[config.mk]
export PLATFORM = sky130hd
export DESIGN_NAME = acc_bank_sat_flat
export DESIGN_NICKNAME = d
export VERILOG_FILES = /design/src/rtl/acc_bank_sat_if.sv /design/src/rtl/acc_bank_sat.sv /design/src/flat_wrapper.sv
export SDC_FILE = /design/constraint.sdc
export NUM_CORES = 1
export LEC_CHECK = 0
export CORE_MARGIN = 2
export CORE_UTILIZATION = 45
export CTS_CLUSTER_SIZE = 14
export DETAILED_ROUTE_END_ITERATION = 10
export DONT_BUFFER_PORTS = 1
export SETUP_SLACK_MARGIN = 0.02
export SLEW_MARGIN = 30
export SYNTH_ARGS = -nofsm -noshare
export SYNTH_HDL_FRONTEND = slang
export SYNTH_SLANG_ARGS = --single-unit
[constraint.sdc]
create_clock -name clk -period 11.4 [get_ports clk]
set_input_delay 0 -clock clk [delete_from_list [all_inputs] [get_ports clk]]
set_output_delay 0 -clock clk [all_outputs]
set_load 0.01 [all_outputs]
[src/rtl/acc_bank_sat_if.sv]
`default_nettype none
// +----------------------------------------------------------------------------+
// | Module : acc_bank_sat_if                                                   |
// | Brief  : Beat-in / result-out handshake bundle for the accumulator bank.   |
// | Rev    : 1.0                                                               |
// +----------------------------------------------------------------------------+
interface acc_bank_sat_if #(
   parameter int LANES      = 4,
   parameter int BIT_WIDTH  = 12,
   parameter int BIAS_WIDTH = 12,
   parameter int CNT_W      = 6
);
   logic [CNT_W-1:0]             num_chn;
   logic                         relu_en;
   logic                         flush;
   logic                         in_valid;
   logic                         in_ready;
   logic [LANES*BIT_WIDTH-1:0]   x_in;
   logic [LANES*BIAS_WIDTH-1:0]  bias_in;
   logic                         out_valid;
   logic                         out_ready;
   logic [LANES*BIT_WIDTH-1:0]   y_out;
   logic [LANES-1:0]             sat_flag;

   modport master (
      output num_chn, relu_en, flush, in_valid, x_in, bias_in, out_ready,
      input  in_ready, out_valid, y_out, sat_flag
   );

   modport slave (
      input  num_chn, relu_en, flush, in_valid, x_in, bias_in, out_ready,
      output in_ready, out_valid, y_out, sat_flag
   );
endinterface
`default_nettype wire

[src/rtl/acc_bank_sat.sv]
`default_nettype none
// +----------------------------------------------------------------------------+
// | Module : acc_bank_sat                                                      |
// | Brief  : Multi-lane biased accumulator with rounding shift, saturation     |
// |          and optional ReLU, one registered result per channel group.       |
// | Rev    : 1.0                                                               |
// +----------------------------------------------------------------------------+
module acc_bank_sat #(
   parameter int LANES      = 4,
   parameter int BIT_WIDTH  = 12,
   parameter int BIAS_WIDTH = 12,
   parameter int CHN_MAX    = 32,
   parameter int ACC_WIDTH  = 18,
   parameter int SHIFT      = 0,
   parameter int CNT_W      = $clog2(CHN_MAX + 1)
) (
   input  logic                 clk,
   input  logic                 rst_n,
   acc_bank_sat_if.slave        bus
);

   logic [CNT_W-1:0] cnt;
   logic [CNT_W-1:0] n_lat;
   logic [CNT_W-1:0] n_in;
   logic [CNT_W-1:0] n_eff;
   logic             relu_lat;
   logic             relu_eff;
   logic             first;
   logic             last;
   logic             stall;
   logic             ready;
   logic             accept;
   logic             load;
   logic             out_valid_q;

   // The first beat uses the live num_chn/relu_en so a one-beat group can complete at once.
   always_comb begin
      n_in = bus.num_chn;
      if (bus.num_chn == '0)
         n_in = CNT_W'(1);
      else if (bus.num_chn > CNT_W'(CHN_MAX))
         n_in = CNT_W'(CHN_MAX);
      first    = (cnt == '0);
      n_eff    = first ? n_in : n_lat;
      relu_eff = first ? bus.relu_en : relu_lat;
      last     = (cnt == n_eff - CNT_W'(1));
      stall    = last && out_valid_q && !bus.out_ready;
      ready    = !bus.flush && !stall;
      accept   = bus.in_valid && ready;
      load     = accept && last;
   end

   assign bus.in_ready  = ready;
   assign bus.out_valid = out_valid_q;

   always_ff @(posedge clk or negedge rst_n) begin
      if (!rst_n) begin
         cnt         <= '0;
         n_lat       <= '0;
         relu_lat    <= 1'b0;
         out_valid_q <= 1'b0;
      end else if (bus.flush) begin
         cnt         <= '0;
         out_valid_q <= 1'b0;
      end else begin
         if (accept) begin
            cnt <= last ? '0 : cnt + CNT_W'(1);
            if (first) begin
               n_lat    <= n_in;
               relu_lat <= bus.relu_en;
            end
         end
         if (load)
            out_valid_q <= 1'b1;
         else if (out_valid_q && bus.out_ready)
            out_valid_q <= 1'b0;
      end
   end

   localparam logic signed [ACC_WIDTH:0]    MAXV = (ACC_WIDTH+1)'((1 << (BIT_WIDTH-1)) - 1);
   localparam logic signed [ACC_WIDTH:0]    MINV = ~MAXV;
   localparam logic signed [BIT_WIDTH-1:0]  YMAX = {1'b0, {(BIT_WIDTH-1){1'b1}}};
   localparam logic signed [BIT_WIDTH-1:0]  YMIN = {1'b1, {(BIT_WIDTH-1){1'b0}}};

   genvar gi;
   generate
      for (gi = 0; gi < LANES; gi++) begin : g_lane
         logic signed [BIT_WIDTH-1:0]  x_l;
         logic signed [BIAS_WIDTH-1:0] b_l;
         logic signed [ACC_WIDTH-1:0]  acc;
         logic signed [ACC_WIDTH-1:0]  sum;
         logic signed [ACC_WIDTH:0]    ext;
         logic signed [ACC_WIDTH:0]    rnd;
         logic signed [BIT_WIDTH-1:0]  clamp;
         logic signed [BIT_WIDTH-1:0]  y_d;
         logic signed [BIT_WIDTH-1:0]  y_q;
         logic                         sat_d;
         logic                         sat_q;

         assign x_l = bus.x_in[gi*BIT_WIDTH +: BIT_WIDTH];
         assign b_l = bus.bias_in[gi*BIAS_WIDTH +: BIAS_WIDTH];

         always_comb begin
            if (first)
               sum = {{(ACC_WIDTH-BIT_WIDTH){x_l[BIT_WIDTH-1]}}, x_l}
                   + {{(ACC_WIDTH-BIAS_WIDTH){b_l[BIAS_WIDTH-1]}}, b_l};
            else
               sum = acc + {{(ACC_WIDTH-BIT_WIDTH){x_l[BIT_WIDTH-1]}}, x_l};
            ext = {sum[ACC_WIDTH-1], sum};
         end

         // One extra bit of headroom keeps the half-LSB add from wrapping.
         if (SHIFT == 0) begin : g_round_off
            assign rnd = ext;
         end else begin : g_round_on
            localparam logic signed [ACC_WIDTH:0] HALF = (ACC_WIDTH+1)'(1) << (SHIFT-1);
            assign rnd = (ext + HALF) >>> SHIFT;
         end

         always_comb begin
            clamp = rnd[BIT_WIDTH-1:0];
            sat_d = 1'b0;
            if (rnd > MAXV) begin
               clamp = YMAX;
               sat_d = 1'b1;
            end else if (rnd < MINV) begin
               clamp = YMIN;
               sat_d = 1'b1;
            end
            y_d = (relu_eff && clamp[BIT_WIDTH-1]) ? '0 : clamp;
         end

         always_ff @(posedge clk or negedge rst_n) begin
            if (!rst_n) begin
               acc   <= '0;
               y_q   <= '0;
               sat_q <= 1'b0;
            end else begin
               if (accept)
                  acc <= sum;
               if (load) begin
                  y_q   <= y_d;
                  sat_q <= sat_d;
               end
            end
         end

         assign bus.y_out[gi*BIT_WIDTH +: BIT_WIDTH] = y_q;
         assign bus.sat_flag[gi]                     = sat_q;
      end
   endgenerate

endmodule
`default_nettype wire

[src/flat_wrapper.sv]
// flat-port wrapper written by rule: the top's interface ports become plain ports
module acc_bank_sat_flat 
#(
   parameter int LANES      = 4,
   parameter int BIT_WIDTH  = 12,
   parameter int BIAS_WIDTH = 12,
   parameter int CHN_MAX    = 32,
   parameter int ACC_WIDTH  = 18,
   parameter int SHIFT      = 0,
   parameter int CNT_W      = $clog2(CHN_MAX + 1)
)
  (clk, rst_n, bus_num_chn, bus_relu_en, bus_flush, bus_in_valid, bus_x_in, bus_bias_in, bus_out_ready, bus_in_ready, bus_out_valid, bus_y_out, bus_sat_flag);
  acc_bank_sat_if #(.LANES(LANES), .BIT_WIDTH(BIT_WIDTH), .BIAS_WIDTH(BIAS_WIDTH), .CNT_W(CNT_W)) bus_i ();
  input  logic clk;
  input  logic rst_n;
  input wire logic [$bits(bus_i.num_chn)-1:0] bus_num_chn;
  input wire logic [$bits(bus_i.relu_en)-1:0] bus_relu_en;
  input wire logic [$bits(bus_i.flush)-1:0] bus_flush;
  input wire logic [$bits(bus_i.in_valid)-1:0] bus_in_valid;
  input wire logic [$bits(bus_i.x_in)-1:0] bus_x_in;
  input wire logic [$bits(bus_i.bias_in)-1:0] bus_bias_in;
  input wire logic [$bits(bus_i.out_ready)-1:0] bus_out_ready;
  output wire logic [$bits(bus_i.in_ready)-1:0] bus_in_ready;
  output wire logic [$bits(bus_i.out_valid)-1:0] bus_out_valid;
  output wire logic [$bits(bus_i.y_out)-1:0] bus_y_out;
  output wire logic [$bits(bus_i.sat_flag)-1:0] bus_sat_flag;
  assign bus_i.num_chn = bus_num_chn;
  assign bus_i.relu_en = bus_relu_en;
  assign bus_i.flush = bus_flush;
  assign bus_i.in_valid = bus_in_valid;
  assign bus_i.x_in = bus_x_in;
  assign bus_i.bias_in = bus_bias_in;
  assign bus_i.out_ready = bus_out_ready;
  assign bus_in_ready = bus_i.in_ready;
  assign bus_out_valid = bus_i.out_valid;
  assign bus_y_out = bus_i.y_out;
  assign bus_sat_flag = bus_i.sat_flag;
  acc_bank_sat #(.LANES(LANES), .BIT_WIDTH(BIT_WIDTH), .BIAS_WIDTH(BIAS_WIDTH), .CHN_MAX(CHN_MAX), .ACC_WIDTH(ACC_WIDTH), .SHIFT(SHIFT), .CNT_W(CNT_W)) u_core (.clk(clk), .rst_n(rst_n), .bus(bus_i));
endmodule
==> reports/qor.txt <==
clk sinks - 138
Layout Cells excl Fill - 1765
antenna violations before repair - 0
asr flop ratio synth - 1.00
first-pass GRT wire length - 52.7 mm
wirelength, routed - 32.0 mm
clk_skew - 0.0175 ns
std cell rows - 59
Port Buffer Count - 0
Cell variety after synth - 82
power per cell area - 190 nW/µm²
footprint of the multi-input gates - 8210 µm²
max-slew violations - 0
fill count - 2500
post-DP HPWL - 23.7 mm
failing checks - DRC
largest net degree at the start of global routing - 139
Wirelength per Cell - 18.1 µm
final hold violation count - 0
CP arrival - 5.15 ns
Antenna Violating Nets Remaining - 0
DR vias/cell - 5.90
residual DRC count - 11
Tmin final - 4.79 ns
die area - 28000 µm²
DRT Pass-1 Iters - 8
post-synthesis mux area share - 0.0324
Die Wd - 167 µm
Die H - 167 µm
Syn Inst Count - 1425
Total GRT Usage - 0.231
Core ar. - 26100 µm²
placed instance count - 1710
maximum capacitance violations - 0
Yosys reg bits - 138
sequential area share after synthesis - 0.287
cell area after synthesis - 12000 µm²
CTS tree - yes
post-CTS setup buffer count - 0
vias in the first global route - 10100
syn_nets - 1660
final setup fails - 0
Worst-Skew Late Latency - 0.43 ns
crit share post-route - 0.420
fmax - 209 MHz
Post-synth EDFFs - 0
grt ovf - 0
Most used DFF post-synth - dfrtp_1
Least-Margin Pin Slew - 0.919 ns
initial cell density of the core - 0.460
commonest non-fill, non-tap cell in the layout - nand2_1
Reg clk slew, reported paths - 0.07 ns
H-tree Lvls - 4
Leak - 0.00588 µW
Critical Path RT - 11.76 ns
Worst slew margin - 0.388
Layout area overhead - 8.89%
startpoint types - flip-flop
Compound-Gate Fraction of Synth Area - 0.260
worst-path fanout max - 81
RSZ-0062 raised after global routing - no
RePlAce Congestion - 0.890
DR iter-0 viols - 636
Post-Synth XOR/XNOR Area - 0.0561
share of layout cells above drive strength 1 - 0.0587
ant diodes - 0
clk buf depth - 2
vias - 10400
root buf cell - clkbuf_16
Ys Warns - 0
kind of critical path - reg2reg
sequential standard cell area - 3450 µm²
sum of negative setup slack - 0 ns
Syn Area/Cell - 8.43 µm²
Worst setup EP type - flip-flop
Top-Level Pins - 162
peak supply drop - 0.100 mV
Post-Synth Simple-Gate Area - 0.195
most frequent cells in the layout - 174 x nand2_1, 138 x dfrtp_1, 137 x nor2_1
CTS Buf Count - 17
worst hold path class - in2reg
status - finished, violations left
Final #Nets - 1652
Post-Synth Adder-Cell Area - 0.137
largest family of logic cells by synthesized area - compound AO/OA/AOI/OAI gates
metrics by stage:
step           power, µW  area [µm²]  hold slack [ns]  utilization  setup WS, ns
2_1_floorplan       1670       12000           -0.296            -          7.15
3_3_place_gp        1910       12200           -0.289        0.468          7.05
4_1_cts             2500       13100          0.00609        0.501          6.64
6_report            2490       13100           0.0150        0.501          6.61
3_5_place_dp        1930       12300           -0.290        0.470          6.99
5_1_grt             2690       13100           0.0305        0.501          6.30
worst max-delay path, stage by stage, from the launching register on:
cell	delay [ns]
dfrtp_1	0.44
inv_1	0.09
ha_1	0.21
nor4b_4	0.15
nand2_4	0.32
buf_4	0.60
mux2i_1	0.28
xor2_1	0.24
a31oi_2	0.21
a31oi_4	0.19
buf_4	0.35
buf_4	0.75
nor2_1	0.09
a31oi_1	0.16
dlygate4sd3_1	0.55
layout make-up:
cell class | count | area share
Clock buffer | 17 | 0.0325
Clock inverter | 15 | 0.0110
Inverter | 34 | 0.00975
Multi-Input combinational cell | 1197 | 0.627
Sequential cell | 138 | 0.264
Tap cell | 335 | 0.0320
Timing Repair Buffer | 29 | 0.0239
per-layer routing:
layer | vias up | global-route usage | share of wire
li1 | 5247 | - | -
met1 | 4881 | 0.315 | 0.47
met2 | 251 | 0.368 | 0.45
met3 | 40 | 0.0539 | 0.066
met4 | 0 | 0.0662 | 0.021
met5 | - | 0 | 0
cell families (layout without fill, tap and decap cells):
logic type	after synthesis	after routing
DFF	138	138
AOI/OAI and AO/OA	464	464
adders and majority gates	127	127
xor gates and xnor gates	77	77
muxes	37	37
and+or+nand+nor	492	492
buffers and inverters	90	95
synth_stat cells, types with 12 or more instances:
master    number  area, µm²
nand3_1       21        105
a221o_1       37        370
a31oi_1       29        181
clkbuf_1      24       90.1
inv_1         34        128
xor2_1        30        263
o21a_1        17        128
ha_1         119       1490
a21oi_1      116        581
and3_1        14       87.6
nor2b_1       24        150
a22o_1        12        105
a21o_1        33        248
nor3_1        19       95.1
nor2_1       137        514
mux2i_1       22        220
dfrtp_1      138       3450
mux2_2        15        169
nand2_1      175        657
o211ai_1      13       97.6
nand2b_1      35        219
o21ai_0      103        515
or3_1         12       75.1
a211oi_1      17        128
buf_2         15       75.1
xnor2_1       47        412
flip-flops by register name (all words and copies together) (netlist names):
| signal | flops |
|---|---|
| u_core.g_lane.acc | 72 |
| u_core.g_lane.y_q | 48 |
| u_core.cnt | 6 |
| u_core.n_lat | 6 |
| u_core.g_lane.sat_q | 4 |
| u_core.bus.out_valid | 1 |
| u_core.relu_lat | 1 |
timing repair:
item                                   4_1_cts  5_1_grt
setup endpoints to repair                    0        0
hold buffers                                23        0
endpoints found under the hold margin      162        0
gates resized for setup                      0        0
report_power, final:
part	internal (µW)	switching, µW	leakage (µW)
registers	639	158	0.00172
clock network	304	237	0.000260
logic	506	643	0.00389
total	1450	1040	0.00588
path summary, 6_finish.rpt:
kind | start | endpoint | slack [ns] | cells past startpoint
min reg2reg | u_core.relu_lat | u_core.relu_lat | 0.48 | 2
min in group asynchronous | rst_n | u_core.g_lane[3].acc[10] | 0.27 | 2
min | bus_bias_in[12] | u_core.g_lane[1].y_q[0] | 0.02 | 4
max in group asynchronous | rst_n | u_core.g_lane[0].acc[14] | 10.65 | 2
max reg2reg | u_core.cnt[0] | u_core.g_lane[3].acc[0] | 6.61 | 14
max | u_core.cnt[0] | u_core.g_lane[3].acc[0] | 6.61 | 14
Note: power is estimated with default switching activity, not from simulation.
